### config.mk
export PLATFORM = sky130hd
export DESIGN_NAME = mcctrl
export DESIGN_NICKNAME = d
export VERILOG_FILES = /design/src/rtl/mcctrl.sv
export SDC_FILE = /design/constraint.sdc
export NUM_CORES = 1
export LEC_CHECK = 0
export CORE_ASPECT_RATIO = 1.4
export CORE_MARGIN = 1.5
export CORE_UTILIZATION = 46
export DETAILED_ROUTE_END_ITERATION = 8
export PLACE_DENSITY = 0.8
export SYNTH_ARGS = -nofsm -noshare
export SYNTH_HDL_FRONTEND = slang
export SYNTH_SLANG_ARGS = --single-unit
### constraint.sdc
create_clock -name clk -period 2.19 [get_ports clk]
set_input_delay 0.219 -clock clk [delete_from_list [all_inputs] [get_ports clk]]
set_output_delay 0.219 -clock clk [all_outputs]
set_load 0.05 [all_outputs]
### src/rtl/mcctrl.sv
// Multi-cycle main control FSM for the RV32 core: fetch/decode/execute/memory/writeback sequencing.
// Latency: outputs are combinational from the state register; R=4, beq=3, lw=5, sw=4 cycles with no memory waits.
// Backpressure: mem_ready=0 holds FETCH, MEMREAD or MEMWRITE with the outputs unchanged; it is ignored elsewhere.
//
// Ports:
//   clk, reset (async, active-high)   opcode[6:0], zero, mem_ready      - control inputs
//   pcwrite, irwrite, adrsrc, memread, memwrite, regwrite              - datapath enables/selects
//   alusrca[1:0], alusrcb[1:0], aluop[1:0], resultsrc[1:0]             - mux selects, ALU decoder op
//   illegal (sticky trap), instret[31:0] (retired count), state[3:0]   - status / debug
module mcctrl (
    input  logic        clk,
    input  logic        reset,
    input  logic [6:0]  opcode,
    input  logic        zero,
    input  logic        mem_ready,
    output logic        pcwrite,
    output logic        irwrite,
    output logic        adrsrc,
    output logic        memread,
    output logic        memwrite,
    output logic        regwrite,
    output logic [1:0]  alusrca,
    output logic [1:0]  alusrcb,
    output logic [1:0]  aluop,
    output logic [1:0]  resultsrc,
    output logic        illegal,
    output logic [31:0] instret,
    output logic [3:0]  state
);

    localparam logic [6:0] OP_R  = 7'b0110011;
    localparam logic [6:0] OP_LW = 7'b0000011;
    localparam logic [6:0] OP_SW = 7'b0100011;
    localparam logic [6:0] OP_BR = 7'b1100011;

    typedef enum logic [3:0] {
        S_FETCH    = 4'd0,
        S_DECODE   = 4'd1,
        S_MEMADR   = 4'd2,
        S_MEMREAD  = 4'd3,
        S_MEMWB    = 4'd4,
        S_MEMWRITE = 4'd5,
        S_EXECR    = 4'd6,
        S_ALUWB    = 4'd7,
        S_BEQ      = 4'd8,
        S_TRAP     = 4'd9
    } state_t;

    state_t cur_state;
    state_t nxt_state;
    logic   retire;

    always_ff @(posedge clk or posedge reset) begin
        if (reset) begin
            cur_state <= S_FETCH;
            instret   <= 32'd0;
        end else begin
            cur_state <= nxt_state;
            if (retire) begin
                instret <= instret + 32'd1;
            end
        end
    end

    assign state = cur_state;

    always_comb begin
        nxt_state = cur_state;
        retire    = 1'b0;
        pcwrite   = 1'b0;
        irwrite   = 1'b0;
        adrsrc    = 1'b0;
        memread   = 1'b0;
        memwrite  = 1'b0;
        regwrite  = 1'b0;
        alusrca   = 2'b00;
        alusrcb   = 2'b00;
        aluop     = 2'b00;
        resultsrc = 2'b00;
        illegal   = 1'b0;

        case (cur_state)
            S_FETCH: begin
                memread   = 1'b1;
                alusrcb   = 2'b10;
                resultsrc = 2'b10;
                // PC+4 and IR load only on the cycle the fetch completes
                pcwrite   = mem_ready;
                irwrite   = mem_ready;
                if (mem_ready) nxt_state = S_DECODE;
            end
            S_DECODE: begin
                // old PC + imm lands in ALUOut as the branch target
                alusrca = 2'b01;
                alusrcb = 2'b01;
                case (opcode)
                    OP_LW, OP_SW: nxt_state = S_MEMADR;
                    OP_R:         nxt_state = S_EXECR;
                    OP_BR:        nxt_state = S_BEQ;
                    default:      nxt_state = S_TRAP;
                endcase
            end
            S_MEMADR: begin
                alusrca   = 2'b10;
                alusrcb   = 2'b01;
                nxt_state = (opcode == OP_SW) ? S_MEMWRITE : S_MEMREAD;
            end
            S_MEMREAD: begin
                adrsrc  = 1'b1;
                memread = 1'b1;
                if (mem_ready) nxt_state = S_MEMWB;
            end
            S_MEMWB: begin
                resultsrc = 2'b01;
                regwrite  = 1'b1;
                nxt_state = S_FETCH;
                retire    = 1'b1;
            end
            S_MEMWRITE: begin
                adrsrc   = 1'b1;
                memwrite = 1'b1;
                if (mem_ready) begin
                    nxt_state = S_FETCH;
                    retire    = 1'b1;
                end
            end
            S_EXECR: begin
                alusrca   = 2'b10;
                aluop     = 2'b10;
                nxt_state = S_ALUWB;
            end
            S_ALUWB: begin
                regwrite  = 1'b1;
                nxt_state = S_FETCH;
                retire    = 1'b1;
            end
            S_BEQ: begin
                // ALUOut already holds the target; take it only when rs1 == rs2
                alusrca   = 2'b10;
                aluop     = 2'b01;
                pcwrite   = zero;
                nxt_state = S_FETCH;
                retire    = 1'b1;
            end
            S_TRAP: begin
                // absorbing state, so the flag stays set until reset
                illegal = 1'b1;
            end
            default: begin
                nxt_state = S_FETCH;
            end
        endcase

        if (reset) begin
            pcwrite  = 1'b0;
            irwrite  = 1'b0;
            memread  = 1'b0;
            memwrite = 1'b0;
            regwrite = 1'b0;
        end
    end

endmodule

======== Word level (Yosys, flattened, before mapping) ========
Index checks and enable logic that the tools add are counted.
word-level totals
  bits in registers ....................... 36
  output and inout port bits .............. 51
  logic and storage cells ................. 53
cells by class
  $add $sub $neg .......................... 1
  equal/unequal tests ..................... 16
  mux-type cells .......................... 24
  bitwise gates (word level) .............. 1
  reductions and logical operators ........ 9
operators by type and width
  cell                                                                    count
  32-bit by 1-bit adder with 32-bit output (second input constant)        1
  4-bit case mux with 7 select lines                                      1
  4-bit by 3-bit equality test with 1-bit output (second input constant)  4
  2-bit case mux with 2 select lines                                      4
  7-bit by 6-bit equality test with 1-bit output (second input constant)  2
  1-bit two-way mux                                                       12
  4-bit two-way mux                                                       3
  4-bit case mux with 3 select lines                                      1
  2-bit OR reduction                                                      5
  4-bit by 2-bit equality test with 1-bit output (second input constant)  2
  4-bit equality test (second input constant)                             2
  7-bit by 2-bit equality test with 1-bit output (second input constant)  1
  7-bit equality test (second input constant)                             1
  2-bit inequality test (second input constant)                           3
  3-bit OR reduction                                                      2
  4-bit by 1-bit equality test with 1-bit output (second input constant)  1
  4-bit logical NOT                                                       1
  1-bit case mux with 2 select lines                                      2
  4-bit AND reduction                                                     1
  3-bit two-way mux                                                       1
  1-bit NOT                                                               1

======== Depth between registers and ports, before layout ========
  depth in word-level cells ............... 4
  mapped depth ............................ 7

======== Worst setup path before layout ========
Ideal clock, no wire load.
  kind .................................... reg2out
  start ................................... register cur_state[0], in the netlist state[0]
  end ..................................... output port pcwrite
  arrival ................................. 3.487 ns
  required time ........................... 1.971 ns
  path slack .............................. -1.516 ns
  stages on the path, launching flop included .. 5
  path buffers ............................ 1
  path through ............................ dfrtp_1 clkbuf_1 nor4_1 nand2_1 a21oi_1
between the ends
  longest elaborated chain between the ends .. 3
  elaborated cells on any way between the ends .. 4
ends and longest elaborated chain
  item                                                      line  text
  start: declaration                                        49    state_t cur_state;
  start signal: assignment                                  58    cur_state <= nxt_state;
  4-bit equality test or 4-bit logical NOT (tied branches)  82    case (cur_state)
  1-bit case mux with 2 select lines *                      82
  1-bit two-way mux *                                       154   if (reset) begin
  end: declaration                                          16    output logic pcwrite,
Every way passes the cells marked *; elsewhere a longest branch is shown, timed or not.

======== Worst setup path after layout ========
  start ................................... register cur_state[1], in the netlist state[1]
  end ..................................... output port memread
between the ends
  longest elaborated chain between the ends .. 4
  elaborated cells on any way between the ends .. 5
ends and longest elaborated chain
  item                                                                                 line  text
  4-bit by 2-bit equality test with 1-bit output or 4-bit logical NOT (tied branches)  82
  2-bit OR reduction (no line) *                                                       n/a
  1-bit two-way mux *                                                                  82
  1-bit two-way mux *                                                                  154
  end: declaration                                                                     19    output logic memread,
Marked as above.

==> impl_metrics.ini <==
[run_status]
status = finished, final reports clean

[synthesis]
synth-edff-count = 0
synth_common_cells = dfrtp_1 (36), xnor2_1 (20), nand2_1 (18), nor2_1 (18), nor3_1 (15)
ys_seq_elements = 36
yosysSeqAreaShare = 0.472
ys_async_sr_fraction = 1.00
ys_warn_count = 0
ys_types = 37
synth_nets = 210
synth_most_common_cell = dfrtp_1
syn-instance-count = 198
yosysTopAreaCellShare = 0.472
synth_area_leaders = dfrtp_1 (47%), xnor2_1 (9.2%), xor2_1 (5.5%)
avgSynthCellArea_sq_um = 9.65
synth_area_sq_mm = 0.00191
ys.flop_type = dfrtp_1
yosysTopAreaCell = dfrtp_1

[timing]
fin_crit_sh = 0.949
setup-violations-final = 0
max_slew.worst_pin.slew_ns = 0.527
skew_ns = 0.00476
fmax_mhz = 481
maxSlewViolCount = 0
period_minus_slack_ns = 2.08
whs_ns = 0.485
rsz0062_at_grt = false
hold_viol_final = 0
max_slew_margin = 0.648

[worst_setup_path]
crit_chain = buf_4 > nand2b_1 > nand2_1 > nor4_2 > buf_12
crit_path_start_kind = flop
slowest_delay_ns = 0.36
crit_fanout = 17
worstSetupPathType = reg2out
rr_endpoint = instret[29]
required_ns = 1.97
ff2ff_path_depth = 6
cp.arrival_ns = 1.86
crit_buf_inv = 2
critPathSlowestCell = dfrtp_1
r2r-start = state[0]
rrSetupSlack_ns = 0.14
crit_start = state[1]
crit_family = simple AND/OR/NAND/NOR gates
cp-end-kind = primary output

[power_and_ir_drop]
p_leak_nw = 1.17
peakVddDrop_mv = 1.04
power-per-cell-area_mw_per_mm2 = 1100

[global_route]
grt_overflow_total = 0
grt_pass1_vias = 1750
grt_max_degree = 37
track_usage = 0.212
grt_pass1_wl_microns = 7560
antenna_found_initial = 0

[job]
drv_cap = 0

[clock_network]
clk_path_buf_depth = 2
hold_buffers = 0
clock_latency_ns = 0.29
htreeDepth = 2
numCtsBuffers = 5
cts.clk_slew.worst_paths_ns = 0.07
cts_resized = 0
post-cts-setup-buffer-count = 0
clock_sinks = 36
cts-root-buf = clkbuf_8
cts_tree = built

[floorplanning]
io-pin-count = 62
dieArea_sq_mm = 0.00455
core_area_sq_mm = 0.00395
fp.dieW_microns = 57.5
fp-row-count = 27
fp.dieH_microns = 79.3
start_util = 0.483

[drt]
num_vias = 1700
drc = 0
wl_per_cell_microns = 14.5
ant_nets = 0
wirelength_microns = 4470
dr.pass1.iters = 4
viasPerCell = 5.52
drt_iter0_markers = 41

[finish]
final_nets = 277
fin_cells = 308
antenna_cells = 0
drive_above_1_share = 0.158
syn_to_final_growth_pct = 45.4
stdcell_area_sq_mm = 0.00278

[worst_hold_path]
hold_path_class = reg2reg
hold_end = instret[31]
hp-start = instret[31]
whs_path_depth = 1

[placement]
gp_congestion = 0.822
place_inst = 301
io_buffers = 61
dp.final_hpwl_microns = 3400
place_area_sq_mm = 0.00270
[stage by stage]
step / setup TNS, ns / worst slack, ns / total power [mW] / util
finish: 0 / 0.112 / 3.07 / 0.703
global route: 0 / 0.0249 / 3.22 / 0.703
CTS: 0 / 0.103 / 3.09 / 0.703
detailed placement: 0 / 0.137 / 2.64 / 0.683
global placement: 0 / 0.169 / 2.62 / 0.683
floorplan: -1.61 / -0.354 / 2.02 / -
[how the worst max path moves through the flow]
stage	end	slack (ns)	cells after the start
2_1_floorplan	alusrcb[0]	-0.35	4
3_3_place_gp	instret[29]	0.17	7
3_5_place_dp	instret[29]	0.14	6
4_1_cts	memread	0.10	5
5_1_grt	memread	0.02	5
6_report	memread	0.11	5
[kinds of logic after synthesis]
family | synth area share
simple gates | 0.270
flops | 0.472
xor+xnor | 0.147
buf+inv | 0.0419
compound gates | 0.0472
mux | 0.0111
fa+ha+maj | 0.0118
[where the power goes]
part	internal (mW)	total [mW]	switching [mW]
clock network	0.216	0.438	0.223
registers	0.749	0.842	0.0934
logic	0.676	1.79	1.11
[area by class of cell]
class	count	area (sq um)
Fill cell	307	1170
Multi-Input combinational cell	146	976
Sequential cell	36	903
Timing Repair Buffer	68	738
Clock buffer	6	72.6
Tap cell	43	53.8
Inverter	8	30.0
Clock inverter	1	5.00
[worst reg2reg max path: stages (launching register included)]
cell     delay (ns)
dfrtp_2        0.41
or4b_4         0.55
o31ai_2        0.08
buf_4          0.21
and4b_1        0.38
nand4_1        0.15
xnor2_1        0.17
[registers in the layout (all words and copies together), names as in the netlist]
signal / cells
instret: 32
state: 4
[layout by cell type (no fill, tap or decap), types with 2 or more instances in the layout]
cell             instances
buf_12                   9
nor3_1                  14
and2_1                   2
clkdlybuf4s50_1         46
nand2b_1                 4
dfrtp_1                 34
nor2b_1                  3
buf_4                   13
and2b_1                  2
xnor2_1                 20
nand2_1                 17
nand3_1                  9
nor4_2                   2
xor2_1                  12
a21oi_1                  3
inv_1                    8
nor3_2                   2
a211oi_1                 4
nand4_1                 12
and3_1                   3
clkbuf_8                 5
nor2_1                  17
dfrtp_2                  2
[metal layers]
metal,global-route usage,part of all wire,vias to the layer above
li1,-,-,813
met1,0.230,0.38,836
met2,0.383,0.56,42
met3,0.0391,0.036,9
met4,0.107,0.023,0
met5,0,0,-
(Power assumes the default switching activity.)
